**src/rtl/uart_tx_arbiter_if.sv**
```systemverilog
// uart_tx_arbiter_if: requester byte lanes plus the UART data write port.
//   master : requesters and UART side (drives req_*, uart_wait)
//   slave  : arbiter side (drives req_ready, grant, uart_we, uart_di)
// Lane i of req_data is bits [8i+7:8i].
interface uart_tx_arbiter_if #(
    parameter int unsigned NREQ = 4
);
    logic [NREQ-1:0]   req_valid;
    logic [8*NREQ-1:0] req_data;
    logic [NREQ-1:0]   req_last;
    logic [NREQ-1:0]   req_ready;
    logic [NREQ-1:0]   grant;
    logic              uart_we;
    logic [31:0]       uart_di;
    logic              uart_wait;

    modport master (
        output req_valid, req_data, req_last, uart_wait,
        input  req_ready, grant, uart_we, uart_di
    );

    modport slave (
        input  req_valid, req_data, req_last, uart_wait,
        output req_ready, grant, uart_we, uart_di
    );
endinterface

```
**src/rtl/uart_tx_arbiter.sv**
```systemverilog
// uart_tx_arbiter: round-robin, message-locking arbiter sharing the UART
// transmit data register between NREQ byte requesters.
//   clk, resetn : clock, synchronous active-low reset
//   bus (slave) : req_valid/req_data/req_last/req_ready/grant per requester,
//                 uart_we/uart_di/uart_wait towards the UART
//   busy        : arbiter is not IDLE
// Optional macro UART_ARB_TIMEOUT_EN: releases a lock whose owner has
// withheld valid for TIMEOUT cycles; without it TIMEOUT is unused.
module uart_tx_arbiter #(
    parameter int unsigned NREQ    = 4,
    parameter int unsigned TIMEOUT = 1024
) (
    input  logic              clk,
    input  logic              resetn,
    uart_tx_arbiter_if.slave  bus,
    output logic              busy
);
    localparam int unsigned OW = (NREQ > 1) ? $clog2(NREQ) : 1;

    typedef enum logic [1:0] {IDLE, LOCK, SEND} state_t;

    // Elaboration-time parameter range guards
    if (NREQ < 2 || NREQ > 8) begin : g_bad_nreq
        $error("uart_tx_arbiter: NREQ must be 2..8");
    end
    if (TIMEOUT < 2 || TIMEOUT > 65535) begin : g_bad_timeout
        $error("uart_tx_arbiter: TIMEOUT must be 2..65535");
    end

    state_t          state_q, state_n;
    logic [OW-1:0]   owner_q, owner_n;
    logic [OW-1:0]   ptr_q, ptr_n;
    logic [7:0]      hold_byte_q, hold_byte_n;
    logic            hold_last_q, hold_last_n;
    logic [NREQ-1:0] ready_q, ready_n;
    logic [NREQ-1:0] grant_q, grant_n;
    logic            we_q, we_n;
    logic            busy_q, busy_n;

    logic [OW-1:0]   pick;
    logic            pick_vld;
    logic [OW-1:0]   next_owner;
    logic [7:0]      owner_byte;
    logic            owner_valid;
    logic            owner_last;
    logic            to_hit;
    logic [NREQ-1:0] owner_oh_n;

    // Only the owner's lane is ever sampled
    assign owner_byte  = bus.req_data[{owner_q, 3'b000} +: 8];
    assign owner_valid = bus.req_valid[owner_q];
    assign owner_last  = bus.req_last[owner_q];
    assign next_owner  = (owner_q == OW'(NREQ - 1)) ? '0 : owner_q + OW'(1);

    // First valid requester at or after ptr, wrapping
    always_comb begin
        int unsigned idx;
        logic [OW-1:0] idx_w;
        pick     = '0;
        pick_vld = 1'b0;
        idx      = 0;
        idx_w    = '0;
        for (int unsigned i = 0; i < NREQ; i++) begin
            idx   = (32'(ptr_q) + i) % NREQ;
            idx_w = OW'(idx);
            if (!pick_vld && bus.req_valid[idx_w]) begin
                pick     = idx_w;
                pick_vld = 1'b1;
            end
        end
    end

`ifdef UART_ARB_TIMEOUT_EN
    // Counts owner-idle LOCK cycles; any handshake or exit from LOCK clears it
    logic [15:0] to_cnt_q, to_cnt_n;

    assign to_hit = (state_q == LOCK) && !owner_valid &&
                    (to_cnt_q == 16'(TIMEOUT - 1));

    always_comb begin
        to_cnt_n = '0;
        if (state_q == LOCK && !owner_valid && !to_hit) begin
            to_cnt_n = to_cnt_q + 16'd1;
        end
    end

    always_ff @(posedge clk) begin
        if (!resetn) begin
            to_cnt_q <= '0;
        end else begin
            to_cnt_q <= to_cnt_n;
        end
    end
`else
    assign to_hit = 1'b0;
`endif

    // Next state; outputs are derived from the next state and then registered
    always_comb begin
        state_n     = state_q;
        owner_n     = owner_q;
        ptr_n       = ptr_q;
        hold_byte_n = hold_byte_q;
        hold_last_n = hold_last_q;

        case (state_q)
            IDLE: begin
                if (pick_vld) begin
                    owner_n = pick;
                    state_n = LOCK;
                end
            end
            LOCK: begin
                if (owner_valid) begin
                    hold_byte_n = owner_byte;
                    hold_last_n = owner_last;
                    state_n     = SEND;
                end else if (to_hit) begin
                    state_n = IDLE;
                    ptr_n   = next_owner;
                end
            end
            SEND: begin
                if (!bus.uart_wait) begin
                    if (hold_last_q) begin
                        state_n = IDLE;
                        ptr_n   = next_owner;
                    end else begin
                        state_n = LOCK;
                    end
                end
            end
            default: state_n = IDLE;
        endcase

        owner_oh_n = NREQ'(1) << owner_n;
        ready_n    = (state_n == LOCK) ? owner_oh_n : '0;
        grant_n    = (state_n != IDLE) ? owner_oh_n : '0;
        we_n       = (state_n == SEND);
        busy_n     = (state_n != IDLE);
    end

    // State and output registers
    always_ff @(posedge clk) begin
        if (!resetn) begin
            state_q     <= IDLE;
            owner_q     <= '0;
            ptr_q       <= '0;
            hold_byte_q <= '0;
            hold_last_q <= 1'b0;
            ready_q     <= '0;
            grant_q     <= '0;
            we_q        <= 1'b0;
            busy_q      <= 1'b0;
        end else begin
            state_q     <= state_n;
            owner_q     <= owner_n;
            ptr_q       <= ptr_n;
            hold_byte_q <= hold_byte_n;
            hold_last_q <= hold_last_n;
            ready_q     <= ready_n;
            grant_q     <= grant_n;
            we_q        <= we_n;
            busy_q      <= busy_n;
        end
    end

    assign bus.req_ready = ready_q;
    assign bus.grant     = grant_q;
    assign bus.uart_we   = we_q;
    assign bus.uart_di   = {24'h0, hold_byte_q};
    assign busy          = busy_q;

endmodule

```
**src/flat_wrapper.sv**
```systemverilog
// flat-port wrapper written by rule: the top's interface ports become plain ports
module uart_tx_arbiter_flat 
#(
    parameter int unsigned NREQ    = 4,
    parameter int unsigned TIMEOUT = 1024
)
  (clk, resetn, busy, bus_req_valid, bus_req_data, bus_req_last, bus_uart_wait, bus_req_ready, bus_grant, bus_uart_we, bus_uart_di);
  uart_tx_arbiter_if #(.NREQ(NREQ)) bus_i ();
  input  logic clk;
  input  logic resetn;
  output logic busy;
  input wire logic [$bits(bus_i.req_valid)-1:0] bus_req_valid;
  input wire logic [$bits(bus_i.req_data)-1:0] bus_req_data;
  input wire logic [$bits(bus_i.req_last)-1:0] bus_req_last;
  input wire logic [$bits(bus_i.uart_wait)-1:0] bus_uart_wait;
  output wire logic [$bits(bus_i.req_ready)-1:0] bus_req_ready;
  output wire logic [$bits(bus_i.grant)-1:0] bus_grant;
  output wire logic [$bits(bus_i.uart_we)-1:0] bus_uart_we;
  output wire logic [$bits(bus_i.uart_di)-1:0] bus_uart_di;
  assign bus_i.req_valid = bus_req_valid;
  assign bus_i.req_data = bus_req_data;
  assign bus_i.req_last = bus_req_last;
  assign bus_i.uart_wait = bus_uart_wait;
  assign bus_req_ready = bus_i.req_ready;
  assign bus_grant = bus_i.grant;
  assign bus_uart_we = bus_i.uart_we;
  assign bus_uart_di = bus_i.uart_di;
  uart_tx_arbiter #(.NREQ(NREQ), .TIMEOUT(TIMEOUT)) u_core (.clk(clk), .resetn(resetn), .bus(bus_i), .busy(busy));
endmodule
```
**config.mk**
```make
export PLATFORM = sky130hd
export DESIGN_NAME = uart_tx_arbiter_flat
export DESIGN_NICKNAME = d
export VERILOG_FILES = /design/src/rtl/uart_tx_arbiter_if.sv /design/src/rtl/uart_tx_arbiter.sv /design/src/flat_wrapper.sv
export SDC_FILE = /design/constraint.sdc
export NUM_CORES = 1
export LEC_CHECK = 0
export BUFFER_PORTS_ARGS = -buffer_cell sky130_fd_sc_hd__buf_4
export CAP_MARGIN = 20
export CORE_MARGIN = 2
export CORE_UTILIZATION = 47
export DETAILED_ROUTE_END_ITERATION = 8
export GPL_TIMING_DRIVEN = 0
export PLACE_DENSITY_LB_ADDON = 0.12
export SYNTH_ARGS = -nofsm -noshare
export SYNTH_HDL_FRONTEND = slang
export SYNTH_SLANG_ARGS = --single-unit
```
**constraint.sdc**
```tcl
create_clock -name clk -period 2.86 [get_ports clk]
set_clock_uncertainty 0.1 [all_clocks]
set_input_delay 0 -clock clk [delete_from_list [all_inputs] [get_ports clk]]
set_output_delay 0 -clock clk [all_outputs]
set_load 0.05 [all_outputs]
```
==> results.md <==
* Status: complete, no violations
* Overall Global Routing Usage at 19.3%
* Max Cap Violations at 0
* Number of flops mapped to enable cells by yosys at 0
* Critical path's top delay family: multiplexers
* Final slew viol count at 0
* Final RePlAce weighted congestion at 0.858
* Kind of end point of the critical path: flip-flop
* Clk Latency, worst-skew pair at 0.31 ns
* Top cell type by total area after synthesis: dfxtp_1
* Vias after detailed routing at 1262
* CTS Buf Count at 3
* Asr flop ratio synth at 0%
* RSZ-0062 raised after global routing: false
* Critical path's largest stage delay at 0.54 ns
* Commonest cells after routing, fill and taps aside: buf_4 (85), dfxtp_1 (25), conb_1 (24), nor2b_1 (18), mux2i_1 (12)
* Post-synthesis mux area share at 22.9%
* Max H-tree Level at 1
* Power per standard cell area at 446 mW/mm2
* FMAX at 0.537 GHz
* Largest family of logic cells by synthesized area: multiplexers
* TritonCTS clock tree: yes
* Post-synthesis compound-gate area fraction at 11.6%
* Diodes inserted at 0
* ANT nets after route at 0
* CTS root buffer: clkbuf_4
* Slew HR at 56.0%
* Register area share after synthesis at 33.3%
* Maximum vdd ir drop at 0.000205 V
* Mapped Cells at 136
* Resize count post-CTS at 0
* Nets@finish at 270
* Synth top area cells: dfxtp_1 (33%), mux4_2 (15%), buf_4 (12%)
* DR WL/cell at 12.9 um
* Area Growth Syn to Fin at 42.4%
* Leakage at 1.05 nW
* Main synth FF type: dfxtp_1
* Syn Area/Cell at 11.1 um2
* Setup bufs post-CTS at 0
* Critical path's slowest cell: mux4_2
* Initial Utilization at 49.3%
* DR vias/cell at 4.69
* Die Height at 60.6 um
* Commonest non-fill, non-tap cell in the layout: buf_4
* Crit path buf inv count at 2
* Max FO, Critical Path at 10
* Adder-Cell Fraction of Synth Area at 0.831%
* Yosys warning count at 0
* Distinct cells, synth at 31
* Initial DRT Pass Iterations at 4
* Post-route DRC violation count at 0
* Final Hold Fails at 0
* Grt ovf at 0
* Initial antenna violation count at 0
* Area fraction of the dominant cell type after synthesis at 33.3%
* Data required, critical path at 2.98 ns
* Bufs on Longest Clock Path at 2
* Crit Path Category: reg -> reg
* Core area at 0.00305 mm2
* Horiz. Die Dim at 60.6 um
* Most frequent CP cell: buf_2
* Clock slew at reported path FFs at 0.14 ns
* Final setup vio count at 0
* Share of cells above drive strength 1 at 46.7%
* DRT Wirelength at 3480 um
* Post-CTS Hold Buffers at 2
* Vias in the first global route at 1199
* # clock sinks at 25
* Actual slew at the worst max-slew pin at 0.660 ns
* XOR/XNOR share of the synthesized area at 0%
* Critical Path, Cell by Cell: buf_2 -> buf_2 -> mux4_2 -> mux2i_1 -> nor2b_1
* Tcrit/Tclk final at 65.1%
* Finished Cell Area at 0.00214 mm2
* First-pass GRT wire length at 5250 um
* Hold WS at 0.0607 ns
* Cell area after synthesis at 0.00151 mm2
* Final critical-path required period at 1.86 ns
* Largest net degree at the start of global routing at 14
* Simple-Gate Fraction of Synth Area at 17.0%
* Hold/Removal Path Class: in -> reg
* DRT iter0 DRCs at 19
* Die area at 0.00367 mm2
* Placed cell area at 0.00210 mm2
* Detail Placement HPWL at 2810 um
* IO Pins at 85
* # rows at 20
* Data arrival, critical path at 1.98 ns
* # port buffers at 60
* Worst setup SP type: flip-flop
* Post-synthesis register bit count at 25
* Setup TNS Final at 0 ns
-- state kept, by name (all words and copies together) (netlist names) --
register and count:
u_core.bus.req_ready 4, u_core.hold_byte_q 8, u_core.owner_q 2, u_core.bus.grant 4, u_core.hold_last_q 1, u_core.bus.uart_we 1
u_core.ptr_q 2, u_core.state_q 2, u_core.busy 1
-- power breakdown --
group	switching, W	internal, W	leakage, nW
logic	0.000238	0.000166	0.826
clock network	0.000105	0.0000545	0.0150
registers	0.0000177	0.000376	0.204
total	0.000361	0.000596	1.05
-- final cells by class --
type | instances | area [um2]
fillers | 242 | 910
flip-flops and latches | 25 | 500
plain buffers | 29 | 205
clock buffers | 4 | 26.3
inverters | 2 | 7.51
well taps | 44 | 55.1
repair buffers | 62 | 470
multi-input cells | 103 | 878
-- synthesized netlist by cell type, drive strengths merged (2+ instances only) --
cell type	number
dfxtp	25
a211oi	4
a2111oi	2
nand2b	4
inv	2
nor3	2
clkbuf	2
a21boi	4
mux4	10
nand2	2
buf	27
and4b	4
o21ai	3
a21o	2
nor2	2
mux2i	12
nor2b	18
-- worst min-delay path: cells and delay by family --
kind | cells | cell delay [ns]
mux | 2 | 0.28
simple gates | 1 | 0.09
buf+inv | 1 | 0.07
-- through the flow --
step	total power, W	cells	setup slack (ns)	utilization, %
2_1_floorplan	0.000693	159	1.18	-
3_3_place_gp	0.000795	263	1.03	68.7
3_5_place_dp	0.000802	263	0.968	68.7
4_1_cts	0.000957	269	0.960	70.2
5_1_grt	0.000999	269	0.822	70.2
6_report	0.000957	269	0.998	70.2
-- layer usage --
metal,wire [um],vias to the layer above,GRT usage (%),share of wire (%)
li1,-,625,-,-
met1,1380,592,22.7,40
met2,1860,43,34.1,54
met3,207,2,3.84,6.0
met4,27,0,8.07,0.78
met5,0,-,0,0
-- cell families after synthesis --
family | Yosys count
AND/OR/NAND/NOR | 37
buffers and inverters | 31
flip-flops | 25
multiplexers | 22
AO/OA/AOI/OAI | 19
adder cells (fa/ha/maj) | 1
other | 1
-- worst paths after layout --
kind,cells past startpoint,endpoint,start,slack [ns]
hold reg to reg,2,u_core.hold_byte_q[6],u_core.hold_byte_q[6],0.44
setup / recovery,5,u_core.hold_byte_q[5],u_core.owner_q[0],1.0
hold / removal,4,u_core.hold_byte_q[6],bus_req_data[6],0.06
setup reg to reg,5,u_core.hold_byte_q[5],u_core.owner_q[0],1.0
Note: power is estimated with default switching activity, not from simulation.
